==> config.mk <==
export PLATFORM = sky130hd
export DESIGN_NAME = object_catcher
export DESIGN_NICKNAME = d
export VERILOG_FILES = /design/src/rtl/object_catcher.sv
export SDC_FILE = /design/constraint.sdc
export NUM_CORES = 1
export LEC_CHECK = 0
export CORE_MARGIN = 2
export CORE_UTILIZATION = 61
export CTS_CLUSTER_SIZE = 14
export DETAILED_ROUTE_END_ITERATION = 12
export PLACE_DENSITY = 0.87
export SLEW_MARGIN = 20
export SYNTH_ARGS = -nofsm -noshare
export SYNTH_HDL_FRONTEND = slang
export SYNTH_SLANG_ARGS = --single-unit
==> constraint.sdc <==
create_clock -name clk -period 13.1 [get_ports clk]
set_clock_uncertainty 0.2 [all_clocks]
set_input_delay 2.62 -clock clk [delete_from_list [all_inputs] [get_ports clk]]
set_output_delay 2.62 -clock clk [all_outputs]
set_load 0.01 [all_outputs]
==> src/rtl/object_catcher.sv <==
// rtl/object_catcher.sv - tracks falling objects from the spawner stream and judges catches/misses
// Spawns on idle->value edges into the lowest free slot; objects fall on a fixed cadence until judged.
module object_catcher #(
    parameter int unsigned UNDEFINED_POSITION = 1000,
    parameter int unsigned MAX_X              = 600,
    parameter int unsigned NUM_SLOTS          = 4,
    parameter int unsigned STEP_CYCLES        = 500000,
    parameter int unsigned FALL_STEP          = 4,
    parameter int unsigned CATCH_Y            = 440,
    parameter int unsigned CATCH_HALF_W       = 32,
    parameter int unsigned MAX_MISSES         = 8
) (
    input  logic                      clk,
    input  logic                      rst,
    input  logic [10:0]               object_position,
    input  logic [10:0]               player_x,
    output logic [NUM_SLOTS-1:0]      obj_valid,
    output logic [11*NUM_SLOTS-1:0]   obj_x,
    output logic [10*NUM_SLOTS-1:0]   obj_y,
    output logic [15:0]               score,
    output logic [7:0]                misses,
    output logic                      caught_pulse,
    output logic                      missed_pulse,
    output logic                      spawn_dropped,
    output logic                      game_over
);

    localparam int unsigned CNT_W = (STEP_CYCLES > 1) ? $clog2(STEP_CYCLES) : 1;
    localparam int unsigned IDX_W = (NUM_SLOTS > 1) ? $clog2(NUM_SLOTS) : 1;
    localparam int unsigned JC_W  = $clog2(NUM_SLOTS + 1);

    logic [NUM_SLOTS-1:0] valid_q, valid_d;
    logic [10:0]          x_q [NUM_SLOTS];
    logic [10:0]          x_d [NUM_SLOTS];
    logic [9:0]           y_q [NUM_SLOTS];
    logic [9:0]           y_d [NUM_SLOTS];
    logic [CNT_W-1:0]     cnt_q, cnt_d;
    logic [10:0]          prev_q, prev_d;
    logic [15:0]          score_q, score_d;
    logic [7:0]           misses_q, misses_d;
    logic                 caught_q, caught_d;
    logic                 missed_q, missed_d;
    logic                 dropped_q, dropped_d;
    logic                 over_q, over_d;

    logic                 step;
    logic                 spawn_evt;
    logic [10:0]          spawn_x;
    logic                 free_found;
    logic [IDX_W-1:0]     free_idx;
    logic [JC_W-1:0]      n_catch, n_miss;
    logic [10:0]          y_next;
    logic [11:0]          diff, abs_diff;
    logic [16:0]          score_sum;
    logic [8:0]           misses_sum;

    always_comb begin
        valid_d    = valid_q;
        x_d        = x_q;
        y_d        = y_q;
        cnt_d      = cnt_q;
        prev_d     = object_position;
        score_d    = score_q;
        misses_d   = misses_q;
        caught_d   = 1'b0;
        missed_d   = 1'b0;
        dropped_d  = 1'b0;
        over_d     = over_q | (misses_q >= 8'(MAX_MISSES));
        n_catch    = '0;
        n_miss     = '0;
        y_next     = '0;
        diff       = '0;
        abs_diff   = '0;
        score_sum  = '0;
        misses_sum = '0;

        step      = (cnt_q == CNT_W'(STEP_CYCLES - 1));
        spawn_evt = (object_position != 11'(UNDEFINED_POSITION)) &&
                    (prev_q == 11'(UNDEFINED_POSITION));
        spawn_x   = (object_position > 11'(MAX_X)) ? 11'(MAX_X) : object_position;

        // Free-slot search uses pre-step occupancy so a slot judged this cycle stays unavailable.
        free_found = 1'b0;
        free_idx   = '0;
        for (int i = NUM_SLOTS - 1; i >= 0; i--) begin
            if (!valid_q[i]) begin
                free_found = 1'b1;
                free_idx   = IDX_W'(i);
            end
        end

        if (!over_q) begin
            cnt_d = step ? '0 : cnt_q + 1'b1;
            if (step) begin
                for (int i = 0; i < NUM_SLOTS; i++) begin
                    if (valid_q[i]) begin
                        y_next = {1'b0, y_q[i]} + 11'(FALL_STEP);
                        if (y_next >= 11'(CATCH_Y)) begin
                            diff     = {1'b0, x_q[i]} - {1'b0, player_x};
                            abs_diff = diff[11] ? (~diff + 12'd1) : diff;
                            if (abs_diff <= 12'(CATCH_HALF_W)) begin
                                n_catch = n_catch + JC_W'(1);
                            end else begin
                                n_miss = n_miss + JC_W'(1);
                            end
                            valid_d[i] = 1'b0;
                            x_d[i]     = '0;
                            y_d[i]     = '0;
                        end else begin
                            y_d[i] = y_next[9:0];
                        end
                    end
                end
            end

            if (spawn_evt) begin
                if (free_found) begin
                    valid_d[free_idx] = 1'b1;
                    x_d[free_idx]     = spawn_x;
                    y_d[free_idx]     = '0;
                end else begin
                    dropped_d = 1'b1;
                end
            end

            score_sum  = {1'b0, score_q} + 17'(n_catch);
            misses_sum = {1'b0, misses_q} + 9'(n_miss);
            score_d    = score_sum[16] ? 16'hFFFF : score_sum[15:0];
            misses_d   = misses_sum[8] ? 8'hFF : misses_sum[7:0];
            caught_d   = (n_catch != '0);
            missed_d   = (n_miss != '0);
        end
    end

    always_ff @(posedge clk or negedge rst) begin
        if (!rst) begin
            valid_q   <= '0;
            cnt_q     <= '0;
            prev_q    <= 11'(UNDEFINED_POSITION);
            score_q   <= '0;
            misses_q  <= '0;
            caught_q  <= 1'b0;
            missed_q  <= 1'b0;
            dropped_q <= 1'b0;
            over_q    <= 1'b0;
            for (int i = 0; i < NUM_SLOTS; i++) begin
                x_q[i] <= '0;
                y_q[i] <= '0;
            end
        end else begin
            valid_q   <= valid_d;
            cnt_q     <= cnt_d;
            prev_q    <= prev_d;
            score_q   <= score_d;
            misses_q  <= misses_d;
            caught_q  <= caught_d;
            missed_q  <= missed_d;
            dropped_q <= dropped_d;
            over_q    <= over_d;
            for (int i = 0; i < NUM_SLOTS; i++) begin
                x_q[i] <= x_d[i];
                y_q[i] <= y_d[i];
            end
        end
    end

    for (genvar g = 0; g < NUM_SLOTS; g++) begin : g_pack
        assign obj_x[11*g +: 11] = x_q[g];
        assign obj_y[10*g +: 10] = y_q[g];
    end

    assign obj_valid     = valid_q;
    assign score         = score_q;
    assign misses        = misses_q;
    assign caught_pulse  = caught_q;
    assign missed_pulse  = missed_q;
    assign spawn_dropped = dropped_q;
    assign game_over     = over_q;

endmodule

# Word level (Yosys, flattened, before mapping)
# Cells that the tools add are included.
word_totals:
  elab_cells: 173
  inputBits: 24
  register_bits: 146
  out_inout_bits: 116
op_classes:
  order_cmp: 14
  reduce_logical: 5
  bitwise_logic: 9
  eq_ne: 3
  n_mux: 104
  add_sub_neg: 21
ops:
  columns: ["cell", "count"]
  rows:
  - ["$mux 44", 4]
  - ["$mux 40", 4]
  - ["$mux 11", 10]
  - ["$mux 3", 34]
  - ["$mux 10", 9]
  - ["$add 12x1->12 const B", 4]
  - ["$le 12x6->1 const B", 4]
  - ["$mux 12", 4]
  - ["$not 12->12", 4]
  - ["$sub 11x11->12", 4]
  - ["$add 10x3->11 const B", 4]
  - ["$bwmux 44", 1]
  - ["$ge 11x9->1 const B", 4]
  - ["$and 40x40->40", 1]
  - ["$not 40->40", 1]
  - ["$mux 1", 24]
  - ["$demux 11 s2", 1]
  - ["$demux 10 s2", 1]
  - ["$add 19x1->19 const B", 1]
  - ["$eq 19x19->1 const B", 1]
  - ["$mux 19", 1]
  - ["$add 3x1->3 const B", 6]
  - ["$add 16x3->17", 1]
  - ["$mux 16", 1]
  - ["other kinds (18)", 27]

# Longest topological paths before layout
depth:
  ltp_word: 30
  mapped_depth: 32

# Worst setup path after synthesis
# OpenSTA, ideal clock, no wires.
synth_path:
  path_kind: "input to register"
  start: "input player_x[1]"
  end: "register score_q[11] (netlist: score[11])"
  required_ns: 12.832
  path_slack_ns: 4.777
  arrival_time_ns: 8.055
  cell_stages: 28
  path_buffers: 1
  path_cell_list: "inv_1 > ha_1 > nor2b_1 > o21ai_0 > a21boi_0 > o21ai_1 > a21oi_1 > o21a_1 > o211a_1 > or3_1 > a2111oi_0 > o21ai_0 > nor2_1 > ha_1 > nand2_1 > o31ai_4 > ha_1 > and4_1 > a21o_1 > ha_1 > nor4_1 > nor3_1 > fa_1 > a21oi_1 > or2_2 > or4_1 > clkbuf_1 > nand2_1"
synth_between:
  elab_chain_len: 30
  elab_cells_between_ends: 45
  classes_between: "12 x add/sub; 4 x order compare; 25 x mux; 4 x bitwise"
synth_rtl:
  columns: ["element", "line", "rtl"]
  rows:
  - ["from (decl)", "16", "input logic [10:0] player_x,"]
  - ["$sub 11x11->12", "99", "diff = {1'b0, x_q[i]} - {1'b0, player_x};"]
  - ["$not 12->12", "100", "abs_diff = diff[11] ? (~diff + 12'd1) : diff;"]
  - ["$add 12x1->12", "100", null]
  - ["$mux 12", "100", null]
  - ["$le 12x6->1", "101", "if (abs_diff <= 12'(CATCH_HALF_W)) begin"]
  - ["$mux 1", "101", null]
  - ["$mux 1", "98", "if (y_next >= 11'(CATCH_Y)) begin"]
  - ["$mux 1", "96", "if (valid_q[i]) begin"]
  - ["(+14 left out)", null, null]
  - ["$add 3x1->3", "102", "n_catch = n_catch + JC_W'(1);"]
  - ["$mux 3", "101", null]
  - ["$mux 3", "98", null]
  - ["$mux 3 (*)", "96", null]
  - ["$mux 3 (*)", "94", "if (step) begin"]
  - ["$mux 3 (*)", "92", "if (!over_q) begin"]
  - ["$add 16x3->17 (*)", "126", "score_sum = {1'b0, score_q} + 17'(n_catch);"]
  - ["$mux 16 (*)", "128", "score_d = score_sum[16] ? 16'hFFFF : score_sum[15:0];"]
  - ["to (signal assigned)", "154", "score_q <= score_d;"]
  - ["to (decl)", "39", "logic [15:0] score_q, score_d;"]
# Mark *: on every way between the ends. The rest lies on a longest branch, timed or not. The select of a mux whose other input is x is not followed.
# A chain may end at the register's enable or synchronous reset.

# Final worst setup path
layout_path:
  start: "input player_x[1]"
  end: "register score_q[0] (netlist: score[0])"
# Same word-level chain as after synthesis.

==> impl_metrics.json <==
{
  "status": "finished clean",
  "clock_latency_ns": 0.43,
  "highest_layer": "met4",
  "ys_seq_elements": 146,
  "cts_tree": "done",
  "arrival_ns": 9.46,
  "die_w_um": 134,
  "fillCellCount": 1186,
  "startpoint_type": "primary input",
  "grt_max_degree": 89,
  "core_area_um2": 16600,
  "synth_area_um2": 10400,
  "drt_pre_antenna_iters": 5,
  "instances_no_fill": 1508,
  "ir_drop_mv": 0.101,
  "drt_iter0_drc": 977,
  "antenna_found_initial": 0,
  "drive_above_1_share_pct": 7.61,
  "fin_area_um2": 12500,
  "synthFlopType": "dfrtp_1",
  "synthCells": 1150,
  "required_ns": 13.19,
  "dpl.hpwl_um": 20500,
  "diodes": 0,
  "clock-sinks": 146,
  "via_count": 9699,
  "root_buffer": "clkbuf_16",
  "hold_slack_ns": 0.280,
  "critical_path_class": "in2reg",
  "die_h_um": 134,
  "drv_cap": 0,
  "wl_met2_um": 14200,
  "synth-edff-count": 0,
  "ys_warn_count": 0,
  "hold_path_class": "reg2reg",
  "wl_met3_um": 2080,
  "slew_headroom_pct": 44.9,
  "ant_nets": 0,
  "rsz0062_at_grt": "no",
  "grt_pass1_wl_um": 47500,
  "grt_use_total_pct": 33.1,
  "max_freq_mhz": 107,
  "max_stage_delay_ns": 0.57,
  "rows": 47,
  "dpl_cell_area_um2": 11900,
  "cts_buffer_depth": 2,
  "min_period_ns": 9.37,
  "via_per_inst": 6.43,
  "crit_fanout": 12,
  "start_util_pct": 62.4,
  "cts_max_level": 4,
  "syn_avg_cell_area_um2": 9.00,
  "ios": 140,
  "critPathCaptureType": "flip-flop",
  "synth_seq_area_share_pct": 35.4,
  "drc_errors": 0,
  "gr-total-overflow": 0,
  "syn-num-nets": 1245,
  "synth_cell_type_count": 97,
  "critPathTopFamily": "compound AO/OA/AOI/OAI gates",
  "cts_resized": 0,
  "slew_viol_final": 0,
  "setup_viol": 0,
  "crit_top_cell": "ha_1",
  "routedWlPerCell_um": 19.4,
  "wl_um": 29300,
  "worst-path-buf-inv": 2,
  "dieArea_um2": 18000,
  "crit-reg2reg-launch": "obj_x[12]$_DFFE_PN0N_",
  "power_density_nw_per_um2": 85.1,
  "dp.cells": 1476,
  "cts_buffers": 17,
  "path_clk_slew_ns": 0.06,
  "finalWeightedCongestion": 0.889,
  "cts_hold_buf": 0,
  "final_nets": 1370,
  "min_from": "cnt_q[4]$_DFFE_PN0N_",
  "io_buffers": 139,
  "slowest_stage": "clkdlybuf4s50_1",
  "setup.worst_path.start": "player_x[1]",
  "tightest_slew_ns": 0.827,
  "area_growth_pct": 20.9,
  "finalHoldViolations": 0,
  "fin_crit_sh_pct": 71.5,
  "wl_met1_um": 12000,
  "ys_async_sr_fraction_pct": 100,
  "tns_ns": 0,
  "post_cts_buffers": 0,
  "grt_pass1_vias": 9290,
  "leakage_nw": 5.70
}
-- cell families after synthesis --
logic type,share of synthesized area [%]
multiplexers,1.72
buffers and inverters,3.32
flip-flops,35.4
XOR/XNOR,5.67
AND/OR/NAND/NOR,22.2
adder cells (fa/ha/maj),9.01
AO/OA/AOI/OAI,22.8
-- report_power, final --
part	switching, W	leakage, nW	internal [W]
Clock	0.000208	0.289	0.000309
Sequential	0.00000117	1.86	0.000454
Combinational	0.0000602	3.55	0.0000339
Total	0.000269	5.70	0.000796
-- cell usage in the layout, fill, tap and decap left out, types with 9 or more instances in the layout --
master / instances
a21o_1: 29
a21oi_1: 53
a22o_1: 30
a31oi_1: 14
and2_1: 18
and3_1: 29
clkbuf_16: 17
clkdlybuf4s50_1: 138
dfrtp_1: 139
ha_1: 65
inv_1: 46
mux2i_1: 11
nand2_1: 124
nand2b_1: 15
nand3_1: 47
nand3b_1: 10
nand4_1: 12
nor2_1: 86
nor2b_1: 15
nor3_1: 21
nor4_1: 9
o211ai_1: 12
o21a_1: 9
o21ai_0: 71
o31ai_1: 11
or3_1: 10
xnor2_1: 33
xor2_1: 29
-- per-stage QoR --
stage | total power (W) | utilization (%) | setup slack (ns)
finish | 0.00107 | 75.5 | 3.73
global route | 0.00110 | 75.5 | 3.28
CTS | 0.00107 | 75.4 | 3.82
detailed placement | 0.000554 | 71.7 | 3.56
global placement | 0.000552 | 71.7 | 3.81
floorplan | 0.000518 | - | 4.78
-- sequential cells by signal, indices dropped and copies added (netlist names) --
name and count:
obj_x 44, obj_y 40, cnt_q 19, score 16
prev_q 11, misses 8, obj_valid 4, caught_pulse 1
game_over 1, missed_pulse 1, spawn_dropped 1
-- final timing paths --
check                                        end  slack, ns  depth (start not counted)
min reg2reg                 cnt_q[4]$_DFFE_PN0N_       0.28                          1
max                         score[0]$_DFFE_PN0N_       3.73                         28
max reg2reg                 score[0]$_DFFE_PN0N_       6.31                         26
max in group asynchronous    game_over$_DFF_PN0_       9.35                          2
min                         cnt_q[4]$_DFFE_PN0N_       0.28                          1
min in group asynchronous  obj_x[36]$_DFFE_PN0N_       2.08                          1
-- Yosys cell counts, types with 7 or more instances --
cell type / n / area (µm²)
a21o_1: 29 / 218
a21oi_1: 53 / 265
a22o_1: 30 / 263
a31oi_1: 15 / 93.8
and2_1: 18 / 113
and3_1: 29 / 181
clkbuf_1: 27 / 101
dfrtp_1: 140 / 3500
ha_1: 65 / 813
inv_1: 46 / 173
mux2i_1: 11 / 110
nand2_1: 124 / 465
nand2b_1: 15 / 93.8
nand3_1: 47 / 235
nand3b_1: 10 / 75.1
nand4_1: 12 / 75.1
nor2_1: 86 / 323
nor2b_1: 15 / 93.8
nor3_1: 21 / 105
nor4_1: 9 / 56.3
o211ai_1: 12 / 90.1
o21a_1: 9 / 67.6
o21ai_0: 71 / 355
o22ai_1: 7 / 43.8
o31ai_1: 11 / 82.6
or2_2: 7 / 43.8
or3_1: 10 / 62.6
xnor2_1: 33 / 289
xor2_1: 29 / 254
-- per-layer routing --
| metal | vias up | global-route usage (%) |
|---|---|---|
| li1 | 4487 | - |
| met1 | 4703 | 42.1 |
| met2 | 421 | 54.5 |
| met3 | 88 | 6.73 |
| met4 | 0 | 14.8 |
| met5 | - | 0 |
-- cell type report --
| cell class | count | area, µm² | area share (%) |
|---|---|---|---|
| repair buffers | 144 | 1430 | 11.4 |
| inverters | 46 | 173 | 1.38 |
| well taps | 220 | 275 | 2.20 |
| clock buffers | 19 | 443 | 3.54 |
| clock inverters | 13 | 175 | 1.40 |
| multi-input cells | 920 | 6360 | 50.8 |
| flip-flops and latches | 146 | 3660 | 29.2 |
Note: power is estimated with default switching activity, not from simulation.
